`src/rtl/uart_lite_pkg.sv`:
```
// Shared definitions for the uart_lite block: register map, STATUS layout,
// response codes, divider floor and the serial FSM state encoding.
package uart_lite_pkg;

    // Register word index, taken from addr[3:2]
    localparam logic [1:0] REG_TXDATA = 2'd0;
    localparam logic [1:0] REG_RXDATA = 2'd1;
    localparam logic [1:0] REG_STATUS = 2'd2;
    localparam logic [1:0] REG_DIV    = 2'd3;

    // STATUS register bit positions
    localparam int unsigned STAT_TX_FULL      = 0;
    localparam int unsigned STAT_TX_EMPTY     = 1;
    localparam int unsigned STAT_TX_BUSY      = 2;
    localparam int unsigned STAT_RX_VALID     = 3;
    localparam int unsigned STAT_RX_OVERRUN   = 4;
    localparam int unsigned STAT_RX_FRAME_ERR = 5;

    // Smallest clocks-per-bit the serial engines accept
    localparam logic [15:0] DIV_MIN = 16'd4;

    // AXI response codes
    localparam logic [1:0] RESP_OKAY   = 2'b00;
    localparam logic [1:0] RESP_SLVERR = 2'b10;

    // Serial frame state, shared by the TX and RX engines
    typedef enum logic [1:0] {
        ST_IDLE  = 2'd0,
        ST_START = 2'd1,
        ST_DATA  = 2'd2,
        ST_STOP  = 2'd3
    } uart_state_e;

    // Raise a requested divider to the supported minimum
    function automatic logic [15:0] clamp_div(input logic [15:0] value);
        return (value < DIV_MIN) ? DIV_MIN : value;
    endfunction

endpackage

```
`src/rtl/uart_lite_axi_if.sv`:
```
// AXI-Lite bus bundle with master and slave views.
interface AXI_LITE #(
    parameter int unsigned AXI_ADDR_WIDTH = 64,
    parameter int unsigned AXI_DATA_WIDTH = 32
);
    logic [AXI_ADDR_WIDTH-1:0]   awaddr;
    logic [2:0]                  awprot;
    logic                        awvalid;
    logic                        awready;
    logic [AXI_DATA_WIDTH-1:0]   wdata;
    logic [AXI_DATA_WIDTH/8-1:0] wstrb;
    logic                        wvalid;
    logic                        wready;
    logic [1:0]                  bresp;
    logic                        bvalid;
    logic                        bready;
    logic [AXI_ADDR_WIDTH-1:0]   araddr;
    logic [2:0]                  arprot;
    logic                        arvalid;
    logic                        arready;
    logic [AXI_DATA_WIDTH-1:0]   rdata;
    logic [1:0]                  rresp;
    logic                        rvalid;
    logic                        rready;

    modport Master (
        output awaddr, awprot, awvalid, wdata, wstrb, wvalid, bready,
               araddr, arprot, arvalid, rready,
        input  awready, wready, bresp, bvalid, arready, rdata, rresp, rvalid
    );

    modport Slave (
        input  awaddr, awprot, awvalid, wdata, wstrb, wvalid, bready,
               araddr, arprot, arvalid, rready,
        output awready, wready, bresp, bvalid, arready, rdata, rresp, rvalid
    );
endinterface

```
`src/rtl/uart_lite_fifo.sv`:
```
// Byte FIFO for the transmit path: wrapping pointers plus an occupancy count,
// first-word fall-through read data.
module uart_lite_fifo
    import uart_lite_pkg::*;
#(
    parameter int unsigned DEPTH = 8
) (
    input  logic       clk,
    input  logic       rst,
    input  logic       push_i,
    input  logic [7:0] data_i,
    input  logic       pop_i,
    output logic [7:0] data_o,
    output logic       full_o,
    output logic       empty_o
);
    localparam int unsigned AW = $clog2(DEPTH);

    logic [AW-1:0] wr_ptr_q;
    logic [AW-1:0] rd_ptr_q;
    logic [AW:0]   count_q;
    logic [7:0]    mem_q [DEPTH];
    logic          push_ok;
    logic          pop_ok;

    assign full_o  = (count_q == (AW + 1)'(DEPTH));
    assign empty_o = (count_q == '0);
    assign push_ok = push_i && !full_o;
    assign pop_ok  = pop_i && !empty_o;
    assign data_o  = mem_q[rd_ptr_q];

    // Pointer and occupancy tracking; simultaneous push and pop cancel out
    always_ff @(posedge clk or posedge rst) begin
        if (rst) begin
            wr_ptr_q <= '0;
            rd_ptr_q <= '0;
            count_q  <= '0;
        end else begin
            if (push_ok) begin
                wr_ptr_q <= wr_ptr_q + AW'(1);
            end
            if (pop_ok) begin
                rd_ptr_q <= rd_ptr_q + AW'(1);
            end
            if (push_ok && !pop_ok) begin
                count_q <= count_q + (AW + 1)'(1);
            end else if (!push_ok && pop_ok) begin
                count_q <= count_q - (AW + 1)'(1);
            end
        end
    end

    // Storage array, written on an accepted push
    always_ff @(posedge clk) begin
        if (push_ok) begin
            mem_q[wr_ptr_q] <= data_i;
        end
    end

endmodule

```
`src/rtl/uart_lite.sv`:
```
// AXI-Lite controlled 8N1 UART: register slave, TX FIFO + transmit engine,
// synchronised receive engine with a single-byte holding register.
module uart_lite
    import uart_lite_pkg::*;
#(
    parameter int unsigned AXI_ADDR_WIDTH = 64,
    parameter int unsigned AXI_DATA_WIDTH = 32,
    parameter int unsigned TX_FIFO_DEPTH  = 8,
    parameter logic [15:0] DIV_RESET      = 16'd868
) (
    input  logic  clk,
    input  logic  rst,
    AXI_LITE.Slave axi,
    output logic  tx,
    input  logic  rx
);
    // ---------------- register slave ----------------
    logic [AXI_ADDR_WIDTH-1:0] awaddr;
    logic [AXI_ADDR_WIDTH-1:0] araddr;
    logic [AXI_DATA_WIDTH-1:0] wdata;
    logic                      wr_accept;
    logic                      rd_accept;
    logic                      wr_mapped;
    logic                      rd_mapped;
    logic [1:0]                wr_idx;
    logic [1:0]                rd_idx;

    logic                      bvalid_q;
    logic [1:0]                bresp_q;
    logic [1:0]                bresp_d;
    logic                      rvalid_q;
    logic [1:0]                rresp_q;
    logic [1:0]                rresp_d;
    logic [AXI_DATA_WIDTH-1:0] rdata_q;
    logic [31:0]               rdata_d;
    logic [15:0]               div_q;
    logic                      div_wr;
    logic [31:0]               status_w;
    logic                      rd_rx_clr;
    logic                      rd_stat_clr;

    // ---------------- TX path ----------------
    logic        fifo_push;
    logic        fifo_pop;
    logic        fifo_full;
    logic        fifo_empty;
    logic [7:0]  fifo_rdata;
    uart_state_e tx_state_q, tx_state_d;
    logic [15:0] tx_cnt_q, tx_cnt_d;
    logic [2:0]  tx_bit_q, tx_bit_d;
    logic [7:0]  tx_shift_q, tx_shift_d;
    logic [15:0] tx_div_q, tx_div_d;
    logic        tx_q, tx_d;
    logic        tx_last;

    // ---------------- RX path ----------------
    logic        rx_meta_q;
    logic        rx_sync_q;
    uart_state_e rx_state_q, rx_state_d;
    logic [15:0] rx_cnt_q, rx_cnt_d;
    logic [2:0]  rx_bit_q, rx_bit_d;
    logic [7:0]  rx_shift_q, rx_shift_d;
    logic [15:0] rx_div_q, rx_div_d;
    logic        rx_last;
    logic        rx_half;
    logic        rx_done_ok;
    logic        rx_done_bad;
    logic [7:0]  rx_byte_q;
    logic        rx_valid_q;
    logic        rx_overrun_q;
    logic        rx_ferr_q;
    logic        rx_valid_eff;

    logic        unused_bits;

    assign awaddr    = axi.awaddr;
    assign araddr    = axi.araddr;
    assign wdata     = axi.wdata;
    assign wr_idx    = awaddr[3:2];
    assign rd_idx    = araddr[3:2];
    assign wr_mapped = (awaddr[11:4] == '0);
    assign rd_mapped = (araddr[11:4] == '0);

    assign wr_accept = !rst && axi.awvalid && axi.wvalid && !bvalid_q;
    assign rd_accept = !rst && axi.arvalid && !rvalid_q;

    assign axi.awready = wr_accept;
    assign axi.wready  = wr_accept;
    assign axi.arready = rd_accept;
    assign axi.bvalid  = bvalid_q;
    assign axi.bresp   = bresp_q;
    assign axi.rvalid  = rvalid_q;
    assign axi.rresp   = rresp_q;
    assign axi.rdata   = rdata_q;
    assign tx          = tx_q;

    assign unused_bits = ^{awaddr, araddr, wdata, axi.wstrb, axi.awprot, axi.arprot};

    // Write decode: pick the side effect and the B response code
    always_comb begin
        fifo_push = 1'b0;
        div_wr    = 1'b0;
        bresp_d   = RESP_SLVERR;
        if (wr_accept && wr_mapped) begin
            case (wr_idx)
                REG_TXDATA: begin
                    if (!fifo_full) begin
                        fifo_push = 1'b1;
                        bresp_d   = RESP_OKAY;
                    end
                end
                REG_DIV: begin
                    div_wr  = 1'b1;
                    bresp_d = RESP_OKAY;
                end
                default: ;
            endcase
        end
    end

    // STATUS word assembly
    always_comb begin
        status_w                    = '0;
        status_w[STAT_TX_FULL]      = fifo_full;
        status_w[STAT_TX_EMPTY]     = fifo_empty;
        status_w[STAT_TX_BUSY]      = (tx_state_q != ST_IDLE);
        status_w[STAT_RX_VALID]     = rx_valid_q;
        status_w[STAT_RX_OVERRUN]   = rx_overrun_q;
        status_w[STAT_RX_FRAME_ERR] = rx_ferr_q;
    end

    // Read decode: data, response code and read-side clear strobes
    always_comb begin
        rresp_d     = RESP_SLVERR;
        rdata_d     = '0;
        rd_rx_clr   = 1'b0;
        rd_stat_clr = 1'b0;
        if (rd_mapped) begin
            case (rd_idx)
                REG_RXDATA: begin
                    rresp_d   = RESP_OKAY;
                    rdata_d   = {23'b0, rx_valid_q, rx_byte_q};
                    rd_rx_clr = rd_accept;
                end
                REG_STATUS: begin
                    rresp_d     = RESP_OKAY;
                    rdata_d     = status_w;
                    rd_stat_clr = rd_accept;
                end
                REG_DIV: begin
                    rresp_d = RESP_OKAY;
                    rdata_d = {16'b0, div_q};
                end
                default: ;
            endcase
        end
    end

    // AXI response channels and the divider register
    always_ff @(posedge clk or posedge rst) begin
        if (rst) begin
            bvalid_q <= 1'b0;
            bresp_q  <= '0;
            rvalid_q <= 1'b0;
            rresp_q  <= '0;
            rdata_q  <= '0;
            div_q    <= DIV_RESET;
        end else begin
            if (wr_accept) begin
                bvalid_q <= 1'b1;
                bresp_q  <= bresp_d;
            end else if (axi.bready) begin
                bvalid_q <= 1'b0;
            end
            if (rd_accept) begin
                rvalid_q <= 1'b1;
                rresp_q  <= rresp_d;
                rdata_q  <= AXI_DATA_WIDTH'(rdata_d);
            end else if (axi.rready) begin
                rvalid_q <= 1'b0;
            end
            if (div_wr) begin
                div_q <= clamp_div(wdata[15:0]);
            end
        end
    end

    uart_lite_fifo #(
        .DEPTH(TX_FIFO_DEPTH)
    ) u_tx_fifo (
        .clk    (clk),
        .rst    (rst),
        .push_i (fifo_push),
        .data_i (wdata[7:0]),
        .pop_i  (fifo_pop),
        .data_o (fifo_rdata),
        .full_o (fifo_full),
        .empty_o(fifo_empty)
    );

    assign tx_last = (tx_cnt_q == tx_div_q - 16'd1);

    // TX next-state: frame sequencing, FIFO pop, divider latch; STOP chains straight into START
    always_comb begin
        tx_state_d = tx_state_q;
        tx_cnt_d   = tx_cnt_q;
        tx_bit_d   = tx_bit_q;
        tx_shift_d = tx_shift_q;
        tx_div_d   = tx_div_q;
        fifo_pop   = 1'b0;
        case (tx_state_q)
            ST_IDLE: begin
                if (!fifo_empty) begin
                    fifo_pop   = 1'b1;
                    tx_shift_d = fifo_rdata;
                    tx_div_d   = div_q;
                    tx_cnt_d   = '0;
                    tx_state_d = ST_START;
                end
            end
            ST_START: begin
                if (tx_last) begin
                    tx_cnt_d   = '0;
                    tx_bit_d   = '0;
                    tx_state_d = ST_DATA;
                end else begin
                    tx_cnt_d = tx_cnt_q + 16'd1;
                end
            end
            ST_DATA: begin
                if (tx_last) begin
                    tx_cnt_d   = '0;
                    tx_shift_d = {1'b0, tx_shift_q[7:1]};
                    if (tx_bit_q == 3'd7) begin
                        tx_state_d = ST_STOP;
                    end else begin
                        tx_bit_d = tx_bit_q + 3'd1;
                    end
                end else begin
                    tx_cnt_d = tx_cnt_q + 16'd1;
                end
            end
            ST_STOP: begin
                if (tx_last) begin
                    tx_cnt_d = '0;
                    if (!fifo_empty) begin
                        fifo_pop   = 1'b1;
                        tx_shift_d = fifo_rdata;
                        tx_div_d   = div_q;
                        tx_state_d = ST_START;
                    end else begin
                        tx_state_d = ST_IDLE;
                    end
                end else begin
                    tx_cnt_d = tx_cnt_q + 16'd1;
                end
            end
            default: tx_state_d = ST_IDLE;
        endcase
        case (tx_state_d)
            ST_START: tx_d = 1'b0;
            ST_DATA:  tx_d = tx_shift_d[0];
            default:  tx_d = 1'b1;
        endcase
    end

    // TX state register; the line level is registered from the next state so it changes glitch-free
    always_ff @(posedge clk or posedge rst) begin
        if (rst) begin
            tx_state_q <= ST_IDLE;
            tx_cnt_q   <= '0;
            tx_bit_q   <= '0;
            tx_shift_q <= '0;
            tx_div_q   <= DIV_RESET;
            tx_q       <= 1'b1;
        end else begin
            tx_state_q <= tx_state_d;
            tx_cnt_q   <= tx_cnt_d;
            tx_bit_q   <= tx_bit_d;
            tx_shift_q <= tx_shift_d;
            tx_div_q   <= tx_div_d;
            tx_q       <= tx_d;
        end
    end

    assign rx_last = (rx_cnt_q == rx_div_q - 16'd1);
    assign rx_half = (rx_cnt_q == (rx_div_q >> 1) - 16'd1);

    // RX next-state: start validation at half a bit, then one sample per bit period
    always_comb begin
        rx_state_d  = rx_state_q;
        rx_cnt_d    = rx_cnt_q;
        rx_bit_d    = rx_bit_q;
        rx_shift_d  = rx_shift_q;
        rx_div_d    = rx_div_q;
        rx_done_ok  = 1'b0;
        rx_done_bad = 1'b0;
        case (rx_state_q)
            ST_IDLE: begin
                if (!rx_sync_q) begin
                    rx_div_d   = div_q;
                    rx_cnt_d   = '0;
                    rx_state_d = ST_START;
                end
            end
            ST_START: begin
                if (rx_half) begin
                    rx_cnt_d   = '0;
                    rx_bit_d   = '0;
                    rx_state_d = rx_sync_q ? ST_IDLE : ST_DATA;
                end else begin
                    rx_cnt_d = rx_cnt_q + 16'd1;
                end
            end
            ST_DATA: begin
                if (rx_last) begin
                    rx_cnt_d   = '0;
                    rx_shift_d = {rx_sync_q, rx_shift_q[7:1]};
                    if (rx_bit_q == 3'd7) begin
                        rx_state_d = ST_STOP;
                    end else begin
                        rx_bit_d = rx_bit_q + 3'd1;
                    end
                end else begin
                    rx_cnt_d = rx_cnt_q + 16'd1;
                end
            end
            ST_STOP: begin
                if (rx_last) begin
                    rx_cnt_d    = '0;
                    rx_done_ok  = rx_sync_q;
                    rx_done_bad = !rx_sync_q;
                    rx_state_d  = ST_IDLE;
                end else begin
                    rx_cnt_d = rx_cnt_q + 16'd1;
                end
            end
            default: rx_state_d = ST_IDLE;
        endcase
    end

    // RX synchroniser and state register
    always_ff @(posedge clk or posedge rst) begin
        if (rst) begin
            rx_meta_q  <= 1'b1;
            rx_sync_q  <= 1'b1;
            rx_state_q <= ST_IDLE;
            rx_cnt_q   <= '0;
            rx_bit_q   <= '0;
            rx_shift_q <= '0;
            rx_div_q   <= DIV_RESET;
        end else begin
            rx_meta_q  <= rx;
            rx_sync_q  <= rx_meta_q;
            rx_state_q <= rx_state_d;
            rx_cnt_q   <= rx_cnt_d;
            rx_bit_q   <= rx_bit_d;
            rx_shift_q <= rx_shift_d;
            rx_div_q   <= rx_div_d;
        end
    end

    // A same-cycle RXDATA read already empties the holding register, so an arriving byte is not an overrun
    assign rx_valid_eff = rx_valid_q && !rd_rx_clr;

    // Received-byte holding register and sticky error flags
    always_ff @(posedge clk or posedge rst) begin
        if (rst) begin
            rx_byte_q    <= '0;
            rx_valid_q   <= 1'b0;
            rx_overrun_q <= 1'b0;
            rx_ferr_q    <= 1'b0;
        end else begin
            if (rx_done_ok && !rx_valid_eff) begin
                rx_byte_q  <= rx_shift_q;
                rx_valid_q <= 1'b1;
            end else if (rd_rx_clr) begin
                rx_valid_q <= 1'b0;
            end
            if (rx_done_ok && rx_valid_eff) begin
                rx_overrun_q <= 1'b1;
            end else if (rd_stat_clr) begin
                rx_overrun_q <= 1'b0;
            end
            if (rx_done_bad) begin
                rx_ferr_q <= 1'b1;
            end else if (rd_stat_clr) begin
                rx_ferr_q <= 1'b0;
            end
        end
    end

endmodule

```
`src/flat_wrapper.sv`:
```
// flat-port wrapper written by rule: the top's interface ports become plain ports
module uart_lite_flat import uart_lite_pkg::*;
#(
    parameter int unsigned AXI_ADDR_WIDTH = 64,
    parameter int unsigned AXI_DATA_WIDTH = 32,
    parameter int unsigned TX_FIFO_DEPTH  = 8,
    parameter logic [15:0] DIV_RESET      = 16'd868
)
  (clk, rst, tx, rx, axi_awaddr, axi_awprot, axi_awvalid, axi_wdata, axi_wstrb, axi_wvalid, axi_bready, axi_araddr, axi_arprot, axi_arvalid, axi_rready, axi_awready, axi_wready, axi_bresp, axi_bvalid, axi_arready, axi_rdata, axi_rresp, axi_rvalid);
  AXI_LITE #(.AXI_ADDR_WIDTH(AXI_ADDR_WIDTH), .AXI_DATA_WIDTH(AXI_DATA_WIDTH)) axi_i ();
  input  logic clk;
  input  logic rst;
  output logic tx;
  input  logic rx;
  input wire logic [$bits(axi_i.awaddr)-1:0] axi_awaddr;
  input wire logic [$bits(axi_i.awprot)-1:0] axi_awprot;
  input wire logic [$bits(axi_i.awvalid)-1:0] axi_awvalid;
  input wire logic [$bits(axi_i.wdata)-1:0] axi_wdata;
  input wire logic [$bits(axi_i.wstrb)-1:0] axi_wstrb;
  input wire logic [$bits(axi_i.wvalid)-1:0] axi_wvalid;
  input wire logic [$bits(axi_i.bready)-1:0] axi_bready;
  input wire logic [$bits(axi_i.araddr)-1:0] axi_araddr;
  input wire logic [$bits(axi_i.arprot)-1:0] axi_arprot;
  input wire logic [$bits(axi_i.arvalid)-1:0] axi_arvalid;
  input wire logic [$bits(axi_i.rready)-1:0] axi_rready;
  output wire logic [$bits(axi_i.awready)-1:0] axi_awready;
  output wire logic [$bits(axi_i.wready)-1:0] axi_wready;
  output wire logic [$bits(axi_i.bresp)-1:0] axi_bresp;
  output wire logic [$bits(axi_i.bvalid)-1:0] axi_bvalid;
  output wire logic [$bits(axi_i.arready)-1:0] axi_arready;
  output wire logic [$bits(axi_i.rdata)-1:0] axi_rdata;
  output wire logic [$bits(axi_i.rresp)-1:0] axi_rresp;
  output wire logic [$bits(axi_i.rvalid)-1:0] axi_rvalid;
  assign axi_i.awaddr = axi_awaddr;
  assign axi_i.awprot = axi_awprot;
  assign axi_i.awvalid = axi_awvalid;
  assign axi_i.wdata = axi_wdata;
  assign axi_i.wstrb = axi_wstrb;
  assign axi_i.wvalid = axi_wvalid;
  assign axi_i.bready = axi_bready;
  assign axi_i.araddr = axi_araddr;
  assign axi_i.arprot = axi_arprot;
  assign axi_i.arvalid = axi_arvalid;
  assign axi_i.rready = axi_rready;
  assign axi_awready = axi_i.awready;
  assign axi_wready = axi_i.wready;
  assign axi_bresp = axi_i.bresp;
  assign axi_bvalid = axi_i.bvalid;
  assign axi_arready = axi_i.arready;
  assign axi_rdata = axi_i.rdata;
  assign axi_rresp = axi_i.rresp;
  assign axi_rvalid = axi_i.rvalid;
  uart_lite #(.AXI_ADDR_WIDTH(AXI_ADDR_WIDTH), .AXI_DATA_WIDTH(AXI_DATA_WIDTH), .TX_FIFO_DEPTH(TX_FIFO_DEPTH), .DIV_RESET(DIV_RESET)) u_core (.clk(clk), .rst(rst), .axi(axi_i), .tx(tx), .rx(rx));
endmodule
```
`config.mk`:
```
export PLATFORM = sky130hd
export DESIGN_NAME = uart_lite_flat
export DESIGN_NICKNAME = d
export VERILOG_FILES = /design/src/rtl/uart_lite_pkg.sv /design/src/rtl/uart_lite_axi_if.sv /design/src/rtl/uart_lite_fifo.sv /design/src/rtl/uart_lite.sv /design/src/flat_wrapper.sv
export SDC_FILE = /design/constraint.sdc
export NUM_CORES = 1
export LEC_CHECK = 0
export ABC_AREA = 1
export BUFFER_PORTS_ARGS = -buffer_cell sky130_fd_sc_hd__buf_2
export CORE_ASPECT_RATIO = 1.2
export CORE_MARGIN = 2
export CORE_UTILIZATION = 50
export CTS_CLUSTER_SIZE = 40
export DETAILED_ROUTE_END_ITERATION = 10
export HOLD_SLACK_MARGIN = 0.15
export PLACE_DENSITY = 0.76
export SLEW_MARGIN = 20
export SYNTH_ARGS = -nofsm -noshare
export SYNTH_HDL_FRONTEND = slang
export SYNTH_SLANG_ARGS = --single-unit
```
`constraint.sdc`:
```
create_clock -name clk -period 4.65 [get_ports clk]
set_clock_uncertainty 0.15 [all_clocks]
set_input_delay 0.2325 -clock clk [delete_from_list [all_inputs] [get_ports clk]]
set_output_delay 0.2325 -clock clk [all_outputs]
set_load 0.03 [all_outputs]
```
Word-level counts from Yosys, hierarchy flattened --
Memories as Yosys holds them, arrays and structs flattened. Index checks and enable logic that the tools add are counted.
Word-level totals: register bits after elaboration 168, latch bits 0, bits in writable memories 64, ROM bits 0, input port bits 178, output and inout bits 42, logic and storage cells 194, memories 1
Memory list:
- u_core.u_tx_fifo.mem_q | words 8, width 8, read ports 1, clocked after Yosys merged registers in 0, wr ports 1, RTL line uart_lite_fifo.sv:22 | logic [7:0] mem_q [DEPTH];
Operators by class: add/sub/neg operators 11, multiply operators 0, div/mod/pow operators 0, order comparisons 1, equality and inequality tests 29, shifts and indexed selects 0, multiplexer cells 74, bitwise logic cells 1, reduce and logical (&&, ||, !) cells 50
Operator list (count):
- $mux 16 | 8
- $pmux 16 s3 | 2
- $pmux 16 s2 | 2
- $eq 16x16->1 | 3
- $add 16x1->16 const B | 2
- $mux 32 | 1
- $sub 16x1->16 const B | 2
- $mux 2 | 15
- $mux 1 | 27
- $mux 8 | 3
- $pmux 8 s3 | 1
- $reduce_bool 2->1 | 10
- $mux 3 | 6
- $eq 2x2->1 const B | 8
- $logic_not 8->1 | 2
- $lt 16x3->1 const B | 1
- $pmux 2 s4 | 2
- $sub 15x1->16 const B | 1
- $ne 2x1->1 const B | 7
- $logic_and 1x1->1 | 13
- $add 3x1->3 const B | 4
- $pmux 3 s2 | 2
- $logic_not 1->1 | 10
- $eq 2x1->1 const B | 4
- 18 further kinds | 30

Logic depth before layout (Yosys ltp) --
Gate-level depths: netlist of run 1.
depth in word-level cells 11, mapped depth 24, mapped depth without buffers 24

By module --
From an unflattened synthesis of run 1, not the netlist that was laid out.
Unflattened totals: cells, all modules 1465, area, all modules 11937.7 um2
Modules (own cells, without submodules):
- uart_lite | times used 1, cells each 1108, area an instance 8548.2 um2, sequential area each 3525.9 um2
- uart_lite_fifo | times used 1, cells each 357, area an instance 3389.5 um2, sequential area each 2172.1 um2

Worst setup path after synthesis of run 1 --
No wires, ideal clock.
path kind input-to-reg, start in rst, end reg u_core.u_tx_fifo.count_q[3], library setup time 0.121 ns, data arrival time 5.870 ns, data required time 4.379 ns, slack -1.492 ns, cell stages on the path 14, buffers on the path 0, path through inv_1 > nand4_1 > inv_1 > nand3_1 > inv_1 > ha_1 > inv_1 > ha_1 > a21o_1 > a21oi_1 > nor2_1 > nor2_1 > nand2_1 > xor2_1
On the way: cells in the longest elaborated chain, start to end 10, elaborated cells on any way between the ends 12, those cells by class mux (2); reduce/logical (10)
Ends and longest elaborated chain:
- start, declared | RTL line flat_wrapper.sv:12 | input logic rst;
- $logic_not 1->1 * | RTL line uart_lite.sv:84 | assign wr_accept = !rst && axi.awvalid && axi.wvalid && !bvalid_q;
- $logic_and 1x1->1 * (3 in series) | RTL line uart_lite.sv:84
- net axi_awready | RTL line flat_wrapper.sv:26 | output wire logic [$bits(axi_i.awready)-1:0] axi_awready;
- $logic_and 1x1->1 * | RTL line uart_lite.sv:104 | if (wr_accept && wr_mapped) begin
- $mux 1 * | RTL line uart_lite.sv:104
- $logic_and 1x1->1 * | RTL line uart_lite_fifo.sv:28 | assign push_ok = push_i && !full_o;
- net u_core.u_tx_fifo.push_ok | RTL line uart_lite_fifo.sv:23 | logic push_ok;
- $logic_not 1->1 | RTL line uart_lite_fifo.sv:47 | end else if (!push_ok && pop_ok) begin
- $logic_and 1x1->1 | RTL line uart_lite_fifo.sv:47
- $reduce_bool 2->1 (no line)
- end signal, assigned | RTL line uart_lite_fifo.sv:46 | count_q <= count_q + (AW + 1)'(1);
- end signal, assigned | RTL line uart_lite_fifo.sv:48 | count_q <= count_q - (AW + 1)'(1);
- end, declared | RTL line uart_lite_fifo.sv:21 | logic [AW:0] count_q;
The timed path passes the listed nets; every way through them passes the cells marked *. A chain may end at the register's enable or synchronous reset.

Worst setup path after layout of run 1 --
start reg u_core.tx_div_q[0], end reg u_core.u_tx_fifo.count_q[3]
On the way: cells in the longest elaborated chain, start to end 8, elaborated cells on any way between the ends 10, those cells by class add/sub (1); eq/ne (1); mux (3); reduce/logical (5)
Ends and longest elaborated chain:
- start, declared | RTL line uart_lite.sv:52 | logic [15:0] tx_div_q, tx_div_d;
- start signal, assigned | RTL line uart_lite.sv:281 | tx_div_q <= tx_div_d;
- $sub 16x1->16 * | RTL line uart_lite.sv:201 | assign tx_last = (tx_cnt_q == tx_div_q - 16'd1);
- $eq 16x16->1 * | RTL line uart_lite.sv:201
- $mux 1 * | RTL line uart_lite.sv:244 | if (tx_last) begin
- $pmux 1 s2 * | RTL line uart_lite.sv:211 | case (tx_state_q)
- $logic_and 1x1->1 * | RTL line uart_lite_fifo.sv:29 | assign pop_ok = pop_i && !empty_o;
- $logic_not 1->1 | RTL line uart_lite_fifo.sv:45 | if (push_ok && !pop_ok) begin
- $logic_and 1x1->1 | RTL line uart_lite_fifo.sv:45
- $mux 4 or $reduce_bool 2->1 (tied branches)
Mark *: on every way between the ends. The rest lies on a longest branch, timed or not.

==> flow_metrics.env, run 1 <==
export IMPL_reg2reg_depth=22
export IMPL_holdPathStages=0
export IMPL_cts_sinks=214
export IMPL_cts_resized=0
export IMPL_min_to="u_core.rx_sync_q"
export IMPL_diodes=0
export IMPL_period_share_pct=85.0
export IMPL_synthTopCellsByArea="dfrtp_1, edfxtp_1, nand2_1"
export IMPL_met1Wirelength_um=10700
export IMPL_endpoint_kind="flip-flop"
export IMPL_wl_met3_um=1380
export IMPL_cts_clk_slew_worst_paths_ps=60
export IMPL_drc=4
export IMPL_wl_per_cell_um=15.3
export IMPL_grt_pass1_vias=8583
export IMPL_routed_wl_met2_um=12600
export IMPL_ant_nets=0
export IMPL_ys_warn_count=0
export IMPL_syn_cell_area_um2=11100
export IMPL_max_stage_delay_ps=390
export IMPL_multi_input_area_um2=4700
export IMPL_grt_util_all_layers_pct=21.9
export IMPL_core_area_um2=21800
export IMPL_fp_dieW_um=140
export IMPL_wl_um=25300
export IMPL_dp_hpwl_um=17300
export IMPL_hold_buffers=37
export IMPL_max_slew_margin_pct=35.3
export IMPL_violations="DRC"
export IMPL_slowest_stage="dfrtp_1"
export IMPL_drv_cap=0
export IMPL_worst_ep_required_time_ps=4900
export IMPL_critPathBufInv=3
export IMPL_crit_family="simple AND/OR/NAND/NOR gates"
export IMPL_hold_slack_ps=208
export IMPL_drive_above_1_share_pct=12.7
export IMPL_clock_latency_ps=520
export IMPL_rr_startpoint="u_core.tx_div_q[0]"
export IMPL_yosysTopAreaCellShare_pct=29.7
export IMPL_maxUsedRoutingLayer="met4"
export IMPL_root_buffer="clkbuf_16"
export IMPL_drv_slew=0
export IMPL_fillers=1774
export IMPL_crit_type="reg2reg"
export IMPL_numCtsBuffers=22
export IMPL_io_pin_count=220
export IMPL_status="finished, violations left"
export IMPL_dp_slack_ps=719
export IMPL_layout_min_cycle_time_ps=3950
export IMPL_worst_ep_arrival_time_ps=4210
export IMPL_grt_start_max_net_pins=151
export IMPL_fin_ws_ps=696
export IMPL_ys_types=47
export IMPL_antenna_found_initial=0
export IMPL_synth_flop_cell="dfrtp_1"
export IMPL_ys_seq_elements=214
export IMPL_start_kind="flip-flop"
export IMPL_grt_pass1_wl_um=41900
export IMPL_overflow=0
export IMPL_final_setup_viol_count=0
export IMPL_worst_pin_slew_ps=969
export IMPL_first_iter_violations=719
export IMPL_r2r_end="u_core.u_tx_fifo.count_q[3]"
export IMPL_ys_seq_area_share_pct=51.2
export IMPL_fmax_ghz=0.253
export IMPL_start_util_pct=51.1
export IMPL_async_flop_share_pct=70.1
export IMPL_synth_common_cells="nand2_1, inv_1, o21ai_0"
export IMPL_p_leak_uw=0.00589
export IMPL_finalHoldViolCount=0
export IMPL_hold_start="u_core.rx_meta_q"
export IMPL_viasPerCell=5.30
export IMPL_die_area_um2=23500
export IMPL_cts_max_level=1
export IMPL_synthToLayoutAreaGrowth_pct=15.2
export IMPL_synth_edf_count=64
export IMPL_r2r_setup_slack_ps=700
export IMPL_vdd_drop_max_uv=305
export IMPL_p_per_area_nw_per_um2=297
export IMPL_nNetsFinal=1566
export IMPL_io_buffers=67
export IMPL_cts_buffer_depth=3
export IMPL_gp_congestion=0.900
export IMPL_seq_area_um2=5700
export IMPL_worstSetupPathDepth=22
export IMPL_vias=8779
export IMPL_cts_tree="done"
export IMPL_rows=59
export IMPL_cp_cell_sequence="inv_1 > ha_1 > nand2_1 > nor2_4 > nand2_1 > nand2_1 > nand2_1 > inv_1 > nand3_1 > nor2_1 > nand3_1 > nand2_1 > nand2_1 > ha_4 > inv_4 > ha_4 > a21o_1 > a21oi_2 > nor2_1 > nor2_1 > nand2_1 > xor2_1"
export IMPL_rsz0062_at_grt="no"
export IMPL_synth_most_common_cell="nand2_1"
export IMPL_synthCells=1262
export IMPL_cts_setup_buffers=0
export IMPL_crit_fanout=10
export IMPL_hold_path_class="reg2reg"
export IMPL_power_uw=3810
export IMPL_cpMostUsedCell="nand2_1"
export IMPL_synth_area_leader_cell="dfrtp_1"
export IMPL_die_h_um=167
export IMPL_drtPass1Iterations=10
export IMPL_synth_avg_cell_area_um2=8.81
layout make-up:
class	count	share of cell area [%]
clock inverter	8	0.566
tap	274	2.68
sequential	214	44.5
timing repair buffer	113	6.13
clock buffer	32	5.01
inverter	150	4.44
multi-input combinational	866	36.7
sequential cells by signal, indices dropped and copies added (netlist names), 4 cells and up, named ones only:
signal                    cells
u_core.tx_shift_q             8
u_core.axi.rdata             16
u_core.u_tx_fifo.count_q      4
u_core.u_tx_fifo.mem_q       64
u_core.div_q                 16
u_core.rx_div_q              16
u_core.tx_div_q              16
u_core.tx_cnt_q              16
u_core.rx_byte_q              8
u_core.rx_shift_q             8
u_core.rx_cnt_q              16
power breakdown:
group | leakage (µW) | internal, µW | switching [µW] | total [µW]
Combinational | 0.00325 | 43.5 | 98.4 | 142
Clock | 0.000345 | 972 | 744 | 1720
Sequential | 0.00230 | 1950 | 4.17 | 1950
Total | 0.00589 | 2960 | 847 | 3810
cells by family (layout without fill, tap and decap cells):
group	count (synthesis)	after routing	share of synthesized area, %
AND/OR/NAND/NOR	510	510	19.8
flip-flops	214	214	51.2
multiplexers	10	10	0.990
AO/OA/AOI/OAI	219	219	10.8
adder cells (fa/ha/maj)	21	21	2.43
XOR/XNOR	88	88	7.18
buffers and inverters	199	303	7.53
other	1	18	0.0337
worst register-to-register path: stages (launching register included):
cell and delay [ps]:
dfrtp_1 390, inv_1 130, ha_1 250, nand2_1 170, nor2_4 220, nand2_1 70
nand2_1 80, nand2_1 60, inv_1 50, nand3_1 70, nor2_1 290, nand3_1 120
nand2_1 300, nand2_1 300, ha_4 270, inv_4 70, ha_4 190, a21o_1 160
a21oi_2 160, nor2_1 70, nor2_1 100, nand2_1 70, xor2_1 140
placed cells by master (no fill, tap or decap), types with 22 or more instances in the layout:
master / instances
clkbuf_16: 22
inv_1: 142
nand3_1: 55
nor2_1: 118
o21ai_0: 137
edfxtp_1: 64
xnor2_1: 24
nand2_1: 265
dfrtp_1: 132
dlygate4sd3_1: 37
xor2_1: 62
buf_2: 67
o22ai_1: 45
worst max-delay path by stage:
stage,startpoint,end,slack [ps]
5_1_grt,u_core.tx_div_q[0],u_core.u_tx_fifo.count_q[3],390
3_3_place_gp,u_core.tx_div_q[0],u_core.u_tx_fifo.count_q[3],790
2_1_floorplan,rst,u_core.u_tx_fifo.count_q[3],-50
3_5_place_dp,u_core.tx_div_q[0],u_core.u_tx_fifo.count_q[3],720
4_1_cts,u_core.tx_div_q[0],u_core.u_tx_fifo.count_q[3],690
6_report,u_core.tx_div_q[0],u_core.u_tx_fifo.count_q[3],700
through the flow:
step                instances  TNS [ps]  util (%)  instance area (µm²)
floorplan                1279     -49.4         -                11200
global placement         1580         0      53.8                11700
detailed placement       1580         0      53.8                11700
CTS                      1657         0      58.8                12800
global route             1657         0      58.8                12800
finish                   1657         0      58.8                12800
per-layer routing:
layer  GRT usage [%]  vias to the layer above
met5               0                        -
met4            8.12                        0
met3            3.15                       46
met2            37.3                      255
met1            28.6                     4146
li1                -                     4332
No activity file was read; power rests on OpenSTA's default activity.
==> run 2, diff against run 1 <==
--- a/config.mk
+++ b/config.mk
@@ -9,11 +9,12 @@
 export BUFFER_PORTS_ARGS = -buffer_cell sky130_fd_sc_hd__buf_2
 export CORE_ASPECT_RATIO = 1.2
 export CORE_MARGIN = 2
-export CORE_UTILIZATION = 50
+export CORE_UTILIZATION = 30
 export CTS_CLUSTER_SIZE = 40
 export DETAILED_ROUTE_END_ITERATION = 10
+export GPL_ROUTABILITY_DRIVEN = 1
 export HOLD_SLACK_MARGIN = 0.15
-export PLACE_DENSITY = 0.76
+export RECOVER_POWER = 100
 export SLEW_MARGIN = 20
 export SYNTH_ARGS = -nofsm -noshare
 export SYNTH_HDL_FRONTEND = slang
==> run 2 against run 1 <==
  * The run ends with capacitance limit, slew limit left
  * Worst setup slack worse by 38 ps
  * Sequential share of layout area shrank 0.71 points
  * Critical endpoint unchanged
  * Total power increased by 3.4%
  * Sequential power about the same
  * Fmax shrank 0.96%
  * Clock-buffer cell count rose by 1
  * Highest routed layer unchanged
  * Wire length rose by 5.3%
  * Sequential cell count stayed put
==> flow_metrics.env, run 2 (synthesized netlist as in run 1, its figures left out) <==
export IMPL_vias=8731
export IMPL_rows=77
export IMPL_p_per_area_nw_per_um2=302
export IMPL_first_iter_violations=531
export IMPL_cts_buffer_depth=3
export IMPL_p_leak_uw=0.00578
export IMPL_cts_resized=0
export IMPL_numCtsBuffers=25
export IMPL_fillers=3730
export IMPL_final_common_cell="nand2_1"
export IMPL_overflow=0
export IMPL_grt_start_max_net_pins=68
export IMPL_cp_cell_sequence="inv_1 > ha_1 > nand2_1 > nor2_1 > nand2_1 > nand2_1 > nand2_1 > inv_1 > nand3_1 > nor2_1 > nand3_1 > nand2_1 > buf_4 > nand2_1 > ha_4 > inv_4 > ha_4 > a21o_1 > a21oi_1 > nor2_1 > nor2_1 > nand2_1 > xor2_1"
export IMPL_seqPwrFrac_pct=49.6
export IMPL_worst_ep_arrival_time_ps=4260
export IMPL_wl_um=26600
export IMPL_switchingPower_uw=911
export IMPL_diodes=0
export IMPL_worst_ep_required_time_ps=4920
export IMPL_status="finished, violations left"
export IMPL_drv_cap=1
export IMPL_antenna_found_initial=0
export IMPL_switching_share_pct=23.1
export IMPL_power_internal_uw=3030
export IMPL_root_buffer="clkbuf_16"
export IMPL_drtPass1Iterations=7
export IMPL_cts_setup_buffers=0
export IMPL_die_h_um=215
export IMPL_clock_latency_ps=540
export IMPL_start_util_pct=30.3
export IMPL_pwr_share_clk_pct=46.8
export IMPL_period_share_pct=85.9
export IMPL_nNetsFinal=1577
export IMPL_die_area_um2=38600
export IMPL_worst_pin_slew_ps=1660
export IMPL_max_slew_margin_pct=-10.8
export IMPL_cts_tree="done"
export IMPL_drc=0
export IMPL_wl_per_cell_um=14.2
export IMPL_layout_min_cycle_time_ps=3990
export IMPL_rsz0062_at_grt="no"
export IMPL_synthToLayoutAreaGrowth_pct=17.0
export IMPL_cts_max_level=1
export IMPL_seq_area_um2=5700
export IMPL_drv_slew=68
export IMPL_fp_dieW_um=180
export IMPL_viasPerCell=4.67
export IMPL_cts_sinks=214
export IMPL_gp_congestion=0.896
export IMPL_grt_pass1_vias=8552
export IMPL_grt_util_all_layers_pct=13.8
export IMPL_critPathBufInv=4
export IMPL_crit_type="reg2reg"
export IMPL_drive_above_1_share_pct=9.09
export IMPL_crit_fanout=10
export IMPL_crit_family="simple AND/OR/NAND/NOR gates"
export IMPL_endpoint_kind="flip-flop"
export IMPL_slowest_stage="dfrtp_1"
export IMPL_power_frac_comb_pct=3.7
export IMPL_power_uw=3940
export IMPL_final_util_pct=35.5
export IMPL_start_kind="flip-flop"
export IMPL_io_pin_count=220
export IMPL_finalHoldViolCount=0
export IMPL_max_stage_delay_ps=390
export IMPL_final_cell_mix="nand2_1, inv_1, o21ai_0"
export IMPL_multi_input_area_um2=4630
export IMPL_violations="capacitance limit, slew limit"
export IMPL_hold_path_class="in2reg"
export IMPL_grt_pass1_wl_um=44000
export IMPL_dp_hpwl_um=19100
export IMPL_vdd_drop_max_uv=223
export IMPL_ant_nets=0
export IMPL_cts_clk_slew_worst_paths_ps=60
export IMPL_largest_register="u_core.u_tx_fifo.mem_q"
export IMPL_hold_slack_ps=192
export IMPL_fmax_ghz=0.250
export IMPL_cpMostUsedCell="nand2_1"
export IMPL_io_buffers=67
export IMPL_final_setup_viol_count=0
export IMPL_core_area_um2=36700
export IMPL_largest_reg_flops=64
==> run 2: changes by cell type in the layout (fill, tap and decap cells not counted), sizes merged <==
cell,previous run,this run
dlygate4sd3,37,39
buf,76,41
inv,147,150
clkinv,8,11
clkbuf,32,74
clkinvlp,3,2
==> run 2: timing repair <==
| item | in CTS | in global routing |
|---|---|---|
| hold endpoints to repair | 127 | 0 |
| hold buffers | 39 | 0 |
| endpoints found under the setup margin | 0 | 0 |
==> run 2: cell type report <==
class | instances | area share (%)
clock inverters | 13 | 0.711
flip-flops and latches | 214 | 43.8
multi-input cells | 866 | 35.5
repair buffers | 121 | 5.87
clock buffers | 33 | 5.19
well taps | 474 | 4.56
inverters | 150 | 4.35
==> run 2: final timing paths <==
kind	startpoint	endpoint	slack [ps]	cells after the start
worst min-delay path	rx	u_core.rx_meta_q	190	2
worst max-delay path	u_core.tx_div_q[0]	u_core.u_tx_fifo.count_q[3]	660	23
min in group asynchronous	rst	u_core.tx_div_q[14]	410	4
worst max register to register	u_core.tx_div_q[0]	u_core.u_tx_fifo.count_q[3]	660	23
worst min register to register	u_core.rx_meta_q	u_core.rx_sync_q	200	0
max in group asynchronous	rst	u_core.rx_shift_q[3]	1960	5
==> run 2: through the flow <==
step | worst slack, ps | instances | TNS (ps) | instance area (µm²)
after detailed placement | 870 | 1786 | 0 | 12000
after CTS | 865 | 1871 | 0 | 13200
after global routing | 321 | 1871 | 0 | 13000
after global placement | 912 | 1786 | 0 | 12000
after floorplan | -49.4 | 1279 | -49.4 | 11200
final | 658 | 1871 | 0 | 13000
==> run 2: layer usage <==
| metal | global-route usage, % | vias up | part of all wire (%) |
|---|---|---|---|
| met5 | 0 | - | 0 |
| met4 | 4.17 | 0 | 2.4 |
| met3 | 1.53 | 47 | 3.3 |
| met2 | 23.6 | 167 | 48 |
| met1 | 18.3 | 4164 | 46 |
| li1 | - | 4353 | - |
==> run 2: power by group through the flow <==
stage                     clock, µW  sequential (µW)  combinational (µW)
after floorplan                   0             1990                71.7
after global placement            0             1990                 127
after detailed placement          0             1990                 128
after CTS                      1890             1950                 151
after global routing           1960             1950                 160
final                          1840             1950                 144
